$ cat src/rtl/mem_port_arbiter.sv
// Purpose: shares one single-ported memory between instruction fetch and load/store.
// Latency: read = READ_LAT+2 cycles from request to pulse, store = 2 cycles.
// Backpressure: requests are held by the requesters; stall_if/stall_d freeze them until their pulse.
//
// Ports:
//   clk, rst             clock, asynchronous active-low reset
//   if_req/if_addr       fetch request; if_data/if_valid return the instruction
//   d_re/d_we/d_addr/d_wdata  load/store request; d_rdata/d_done return the result
//   stall_if/stall_d     requester outstanding and not completing this cycle
//   mem_*                memory port; mem_rdata is valid READ_LAT cycles after the mem_re cycle
module mem_port_arbiter #(
  parameter int ABUS      = 32,
  parameter int DBUS      = 32,
  parameter int READ_LAT  = 1,
  parameter int FETCH_MAX = 4
) (
  input  logic            clk,
  input  logic            rst,
  input  logic            if_req,
  input  logic [ABUS-1:0] if_addr,
  output logic [DBUS-1:0] if_data,
  output logic            if_valid,
  input  logic            d_re,
  input  logic            d_we,
  input  logic [ABUS-1:0] d_addr,
  input  logic [DBUS-1:0] d_wdata,
  output logic [DBUS-1:0] d_rdata,
  output logic            d_done,
  output logic            stall_if,
  output logic            stall_d,
  output logic [ABUS-1:0] mem_addr,
  output logic [DBUS-1:0] mem_wdata,
  output logic            mem_re,
  output logic            mem_we,
  input  logic [DBUS-1:0] mem_rdata
);

  localparam int CW = (READ_LAT  < 2) ? 1 : $clog2(READ_LAT + 1);
  localparam int SW = (FETCH_MAX < 2) ? 1 : $clog2(FETCH_MAX + 1);

  typedef enum logic [1:0] {IDLE, ISSUE, WAIT, RESP} state_t;

  state_t          state_q, state_d;
  logic            gnt_if_q;   // 1: transaction in flight belongs to fetch
  logic [CW-1:0]   lat_q;
  logic [SW-1:0]   starve_cnt;

  logic d_req;
  logic any_req;
  logic pick_if;
  logic starved;

  assign d_req   = d_re | d_we;
  assign any_req = if_req | d_req;
  assign starved = (starve_cnt == SW'(FETCH_MAX));
  // Data normally wins; fetch overrides once it has lost FETCH_MAX grants in a row.
  assign pick_if = if_req & (~d_req | starved);

  always_comb begin
    state_d  = state_q;
    if_valid = 1'b0;
    d_done   = 1'b0;
    case (state_q)
      IDLE:  if (any_req) state_d = ISSUE;
      ISSUE: state_d = mem_we ? RESP : WAIT;
      WAIT:  if (lat_q == CW'(1)) state_d = RESP;
      RESP: begin
        state_d  = IDLE;
        if_valid = gnt_if_q;
        d_done   = ~gnt_if_q;
      end
      default: state_d = IDLE;
    endcase
  end

  assign stall_if = if_req & ~if_valid;
  assign stall_d  = d_req & ~d_done;

  always_ff @(posedge clk or negedge rst) begin
    if (!rst) begin
      state_q <= IDLE;
    end else begin
      state_q <= state_d;
    end
  end

  always_ff @(posedge clk or negedge rst) begin
    if (!rst) begin
      gnt_if_q  <= 1'b0;
      lat_q     <= '0;
      mem_addr  <= '0;
      mem_wdata <= '0;
      mem_re    <= 1'b0;
      mem_we    <= 1'b0;
      if_data   <= '0;
      d_rdata   <= '0;
    end else begin
      case (state_q)
        IDLE: begin
          if (any_req) begin
            gnt_if_q <= pick_if;
            if (pick_if) begin
              mem_addr <= if_addr;
              mem_re   <= 1'b1;
            end else begin
              // A simultaneous load and store is carried out as the store alone.
              mem_addr  <= d_addr;
              mem_wdata <= d_wdata;
              mem_we    <= d_we;
              mem_re    <= ~d_we;
            end
          end
        end
        ISSUE: begin
          mem_re <= 1'b0;
          mem_we <= 1'b0;
          lat_q  <= CW'(READ_LAT);
        end
        WAIT: begin
          lat_q <= lat_q - CW'(1);
          if (lat_q == CW'(1)) begin
            if (gnt_if_q) if_data <= mem_rdata;
            else          d_rdata <= mem_rdata;
          end
        end
        default: ;
      endcase
    end
  end

  // Counts data grants taken while fetch was waiting; any gap in if_req forgives the debt.
  always_ff @(posedge clk or negedge rst) begin
    if (!rst) begin
      starve_cnt <= '0;
    end else if (!if_req) begin
      starve_cnt <= '0;
    end else if (state_q == IDLE && any_req) begin
      if (pick_if)       starve_cnt <= '0;
      else if (!starved) starve_cnt <= starve_cnt + SW'(1);
    end
  end

endmodule

$ cat config.mk
export PLATFORM = sky130hd
export DESIGN_NAME = mem_port_arbiter
export DESIGN_NICKNAME = d
export VERILOG_FILES = /design/src/rtl/mem_port_arbiter.sv
export SDC_FILE = /design/constraint.sdc
export NUM_CORES = 1
export LEC_CHECK = 0
export CORE_AREA = 2 2 134 136
export DETAILED_ROUTE_END_ITERATION = 6
export DIE_AREA = 0 0 136 138
export GPL_ROUTABILITY_DRIVEN = 1
export PLACE_DENSITY = 0.67
export SLEW_MARGIN = 20
export SYNTH_ARGS = -nofsm -noshare
export SYNTH_HDL_FRONTEND = slang
export SYNTH_SLANG_ARGS = --single-unit
$ cat constraint.sdc
create_clock -name clk -period 2.56 [get_ports clk]
set_clock_uncertainty 0.05 [all_clocks]
set_input_delay 0.384 -clock clk [delete_from_list [all_inputs] [get_ports clk]]
set_output_delay 0.384 -clock clk [all_outputs]
set_load 0.005 [all_outputs]
==> impl_metrics.py, run 1 <==
metrics = {
    "final_layout": {
        "drive_gt1_share_pct": 11.89,
        "insertedDiodeCount": 0,
        "syn_to_final_growth_pct": 61.33,
        "instances_no_fill": 961,
        "fin_nets": 858,
    },
    "worst_setup_path": {
        "cpPeakStageDelay_ps": 700,
        "startpoint_type": "input pin",
        "worstSetupPathType": "in2out",
        "crit_chain": "clkdlybuf4s50_1 > nor2_1 > nor2_1 > clkdlybuf4s50_1",
        "critPathCaptureType": "output pin",
        "crit_family": "buffers and inverters",
        "cp.required_ps": 2130,
        "crit_buf_inv": 2,
        "cp.arrival_ps": 1870,
        "critPathSlowestCell": "clkdlybuf4s50_1",
        "path_max_fanout": 8,
        "rrSetupSlack_ps": 600,
    },
    "synth": {
        "yosys.area.top_type_share_pct": 58.80,
        "ys_async_sr_fraction_pct": 100.0,
        "synth_cells": 446,
        "synth_area_leaders": "dfrtp_1, mux2_1, mux2_4",
        "synth_nets": 585,
        "synthTopCellsByCount": "dfrtp_1, mux2_1, nor2_1",
        "synth_cell_types": 40,
        "synth_area_leader_cell": "dfrtp_1",
        "synth-edff-count": 0,
        "synth.most_common_cell": "dfrtp_1",
        "avgSynthCellArea_um2": 13.07,
        "syn_area_um2": 5831,
        "synth_flop_cell": "dfrtp_1",
        "synth_seq_cells": 137,
        "synth_warnings": 0,
        "seq_area_frac_synth_pct": 58.80,
    },
    "placement": {
        "routabilityCongestion": 0.8016,
        "place_ws_ps": 261.4,
        "post-dp-hpwl_mm": 11.88,
        "portBuffers": 266,
        "dp_cells": 928,
    },
    "sta": {
        "worst_pin_slew_ps": 519.8,
        "tns_ps": 0,
        "fmax_mhz": 434.3,
        "drv_slew": 0,
        "rsz0062_at_grt": "no",
        "setup_viol": 0,
        "layout_min_cycle_time_ps": 2302,
        "setup_ws_ps": 257.6,
        "finalHoldViolCount": 0,
        "fin_crit_sh_pct": 89.94,
        "holdWs_ps": 431.3,
        "max_slew_margin_pct": 65.35,
    },
    "power": {
        "p_switching_mw": 3.429,
        "seq_power_share_pct": 34.0,
        "ir_drop_mv": 0.5780,
        "switching_share_pct": 30.06,
        "cellLeakagePower_nw": 3.883,
        "pwr-share-comb_pct": 44.4,
        "p_int_mw": 7.980,
        "pwr-share-clk_pct": 21.5,
        "power_density_nw_per_um2": 1213,
    },
    "cts": {
        "ctsRootBufferMaster": "clkbuf_16",
        "cts_num_sinks": 137,
        "path_clk_slew_ps": 60,
        "cts_resized": 0,
        "htree_levels": 4,
        "cts_buffer_depth": 2,
        "clkLatencyLatePin_ps": 410,
        "cts_setup_buffers": 0,
        "cts_hold_buffers": 1,
        "numCtsBuffers": 17,
        "tritoncts": "built",
    },
    "route": {
        "drt_wl_total_mm": 16.20,
        "vias_per_cell": 4.856,
        "drt_drc_violations_left": 0,
        "wire_per_inst_um": 16.85,
        "drtIter0Drc": 196,
        "drtAntennaViolNets": 0,
        "drt_pre_antenna_iters": 6,
        "num_vias": 4667,
    },
    "job": {
        "timing.max_cap.violations": 0,
    },
    "grt": {
        "track_usage_pct": 17.30,
        "grt_pass1_vias": 4926,
        "grt_overflow": 0,
        "grt_pass1_wl_mm": 25.47,
        "grt_max_degree": 56,
        "antenna_found_initial": 0,
    },
    "floorplanning": {
        "die_h_um": 138,
        "coreArea_um2": 17530,
        "die_area_um2": 18770,
        "num_io_pins": 267,
        "rows": 49,
        "start_util_pct": 33.25,
        "die_w_um": 136,
    },
    "outcome": {
        "status": "finished clean",
    },
    "hold_path": {
        "hold_path_class": "in2async",
    },
}
==> flip-flops by register name, indices dropped and copies added, names as in the netlist, 2 cells and up <==
| register | flops |
|---|---|
| state_q | 2 |
| if_data | 32 |
| d_rdata | 32 |
| mem_addr | 32 |
| mem_wdata | 32 |
| starve_cnt | 3 |
==> per-stage QoR <==
step	util, %	power, mW	area, µm²
floorplan	-	6.025	5831
global placement	50.21	8.895	8803
global route	53.65	12.14	9407
finish	53.65	11.41	9407
CTS	53.65	11.56	9407
detailed placement	50.21	9.044	8803
==> final cells by class <==
type / instances / area (µm²)
inverters: 8 / 30.03
flip-flops and latches: 137 / 3428
multi-input cells: 269 / 2215
well taps: 229 / 286.5
clock inverters: 14 / 163.9
fillers: 1506 / 8128
repair buffers: 286 / 2854
clock buffers: 18 / 429.2
==> final timing paths <==
check,cells after the start,end,from
worst max register to register,6,mem_wdata[29],starve_cnt[0]
worst max-delay path,4,stall_d,d_we
max in group asynchronous,3,d_rdata[15],rst
min in group clk,1,d_rdata[11],d_rdata[11]
worst min-delay path,2,if_data[16],rst
worst min register to register,1,d_rdata[11],d_rdata[11]
==> kinds of logic (layout without fill, tap and decap cells) <==
kind of cell               Yosys count  count (layout)  synth area share (%)
adders and majority gates            6               6                 1.288
and+or+nand+nor                     53              53                 4.357
buffers and inverters               40             326                 3.305
DFF                                137             137                 58.80
muxes                               97              97                 20.60
AOI/OAI and AO/OA                  113             113                 11.65
==> metal layers <==
metal / GRT usage [%] / up-vias / share of wire (%)
met3: 6.344 / 29 / 9.5
li1: - / 2152 / -
met1: 20.01 / 2277 / 39
met2: 29.17 / 209 / 49
met5: 0 / - / 0
met4: 6.414 / 0 / 2.0
==> cells in the final DEF, fill, tap and decap left out, types with 2 or more instances in the layout <==
cell type	instances
a21oi_1	33
a31oi_1	31
buf_12	3
buf_4	16
bufinv_16	2
clkbuf_16	17
clkdlybuf4s50_1	265
clkinv_4	2
clkinvlp_4	2
dfrtp_1	137
ha_1	6
inv_1	7
inv_6	5
inv_8	2
mux2_1	68
mux2_4	29
nand2_1	2
nor2_1	37
nor2b_1	3
o211ai_1	2
o21a_1	2
o21ai_0	32
o21ai_1	2
==> power by group through the flow <==
| stage | Clock [mW] | Sequential (mW) | Combinational (mW) |
|---|---|---|---|
| finish | 2.46 | 3.88 | 5.07 |
| global route | 2.63 | 4.03 | 5.48 |
| CTS | 2.52 | 3.90 | 5.15 |
| detailed placement | 0 | 3.91 | 5.13 |
| global placement | 0 | 3.87 | 5.03 |
| floorplan | 0 | 3.93 | 2.09 |
(Power assumes the default switching activity.)
==> run 2, diff against run 1 <==
- CORE_AREA: 2 2 134 136 -> 2 2 117 119
- DIE_AREA: 0 0 136 138 -> 0 0 119 121
- PLACE_DENSITY: 0.67 -> 0.85
- SETUP_SLACK_MARGIN: not set -> 0.2
==> run 2 against run 1 <==
Setup slack improved by 52 ps. Register-to-register slack got worse by 70 ps. Highest routed layer unchanged. Global-route usage increased by 5.9 points. Maximum frequency increased by 2.3%. Flip-flop and latch count unchanged. Combinational power increased by 1%. Count of clock-buffer cells in the layout increased by 2. Non-clock buffer count unchanged.
==> impl_metrics.py, run 2 (synthesis results as in run 1) <==
metrics = {
    "sta": {
        "holdWs_ps": 437.3,
        "setup_ws_ps": 309.5,
        "finalHoldViolCount": 0,
        "drv_slew": 0,
        "tns_ps": 0,
        "fmax_mhz": 444.3,
        "setup_viol": 0,
        "max_slew_margin_pct": 58.80,
        "fin_crit_sh_pct": 87.91,
        "worst_pin_slew_ps": 618.0,
        "layout_min_cycle_time_ps": 2251,
        "rsz0062_at_grt": "no",
    },
    "worst_setup_path": {
        "rrSetupSlack_ps": 530,
        "startpoint_type": "flop",
        "path_max_fanout": 4,
        "worstSetupPathType": "reg2out",
        "cp.required_ps": 2130,
        "cp.arrival_ps": 1820,
        "rr_endpoint": "if_data[11]",
        "critPathCaptureType": "output pin",
        "rr_worst_depth": 5,
        "rr_startpoint": "state_q[0]",
    },
    "cts": {
        "cts_num_sinks": 137,
        "tritoncts": "built",
        "cts_buffer_depth": 2,
        "ctsRootBufferMaster": "clkbuf_16",
        "htree_levels": 4,
        "clkLatencyLatePin_ps": 410,
        "path_clk_slew_ps": 50,
        "numCtsBuffers": 17,
    },
    "grt": {
        "grt_use_met3_pct": 7.519,
        "track_usage_pct": 23.17,
        "grt_use_met2_pct": 41.67,
        "grt.busiest_layer": "met2",
        "use_met1_pct": 25.40,
        "grt_overflow": 0,
        "grt_pass1_wl_mm": 25.62,
        "grt_max_degree": 69,
        "grt_pass1_vias": 4917,
        "antenna_found_initial": 0,
    },
    "final_layout": {
        "fin_nets": 858,
        "insertedDiodeCount": 0,
        "final_cell_mix": "clkdlybuf4s50_1, dfrtp_1, mux2_1",
        "nFillCells": 910,
        "drive_gt1_share_pct": 11.76,
        "final_common_cell": "clkdlybuf4s50_1",
        "syn_to_final_growth_pct": 61.85,
    },
    "power": {
        "power_density_nw_per_um2": 1248,
        "switching_share_pct": 28.64,
        "cellLeakagePower_nw": 3.932,
        "ir_drop_mv": 0.4612,
        "pwr-share-clk_pct": 23.3,
        "pwr-share-comb_pct": 43.5,
        "seq_power_share_pct": 33.2,
        "p_int_mw": 8.406,
        "p_switching_mw": 3.373,
    },
    "hold_path": {
        "hold_depth": 1,
        "hold_path_class": "reg2reg",
        "min_from": "d_rdata[11]",
        "holdPathEnd": "d_rdata[11]",
    },
    "floorplanning": {
        "start_util_pct": 44.56,
        "die_h_um": 121,
        "coreArea_um2": 13090,
        "num_io_pins": 267,
        "rows": 42,
        "die_area_um2": 14400,
        "die_w_um": 119,
    },
    "route": {
        "drtAntennaViolNets": 0,
        "num_vias": 4691,
        "vias_per_cell": 5.172,
        "wire_per_inst_um": 18.14,
        "drt_drc_violations_left": 0,
        "drt_pre_antenna_iters": 5,
        "drt_wl_total_mm": 16.45,
        "drtIter0Drc": 282,
    },
    "outcome": {
        "status": "finished clean",
    },
    "placement": {
        "portBuffers": 266,
        "post-dp-hpwl_mm": 12.08,
        "place_ws_ps": 198.7,
        "routabilityCongestion": 0.7624,
    },
    "job": {
        "timing.max_cap.violations": 0,
    },
}
## run 2: metal layers
metal | wire [µm] | part of all wire [%]
met5 | 0 | 0
met4 | 420 | 2.6
met3 | 1281 | 7.8
met2 | 8698 | 53
met1 | 6052 | 37
## run 2: power groups by stage
stage	Sequential [mW]	Clock (mW)	Combinational (mW)
CTS	3.92	2.80	5.19
detailed placement	3.93	0	5.14
global route	4.04	2.91	5.51
finish	3.91	2.75	5.12
floorplan	3.93	0	2.09
global placement	3.87	0	4.97
## run 2: repair_timing
item / 4_1_cts / 5_1_grt
endpoints found under the setup margin: 0 / 1
setup buffers: 0 / 0
resized for setup: 0 / 1
hold endpoints to repair: 63 / 0
hold buffers: 1 / 0
## run 2: stage by stage
stage | power [mW] | area (µm²) | utilization, % | cells
after floorplan | 6.025 | 5831 | - | 446
after global placement | 8.834 | 8750 | 66.87 | 875
after detailed placement | 9.073 | 8750 | 66.87 | 875
after CTS | 11.91 | 9434 | 72.10 | 907
after global routing | 12.45 | 9437 | 72.12 | 907
final | 11.78 | 9437 | 72.12 | 907
## run 2: worst max-delay path by stage
stage                               end  cells past startpoint     startpoint  slack (ps)
after detailed placement  mem_wdata[18]                      5         if_req         200
after floorplan           mem_wdata[10]                      7  starve_cnt[0]         840
after global placement    mem_wdata[21]                      5         if_req         270
after CTS                      stall_if                      4     state_q[0]         260
after global routing            stall_d                      4     state_q[1]         220
final                           stall_d                      4     state_q[0]         310
## run 2: critical path, cell delays in order (launching register included)
cell	delay, ps
dfrtp_1	410
ha_1	230
nor2b_1	160
nor2_1	100
clkdlybuf4s50_1	500
## run 2: cell type report
| type | instances | area [µm²] | share of cell area, % |
|---|---|---|---|
| clock inverters | 11 | 217.7 | 2.307 |
| multi-input cells | 269 | 2215 | 23.47 |
| flip-flops and latches | 137 | 3428 | 36.33 |
| clock buffers | 20 | 456.7 | 4.840 |
| repair buffers | 286 | 2869 | 30.40 |
| inverters | 8 | 30.03 | 0.3182 |
| well taps | 176 | 220.2 | 2.334 |
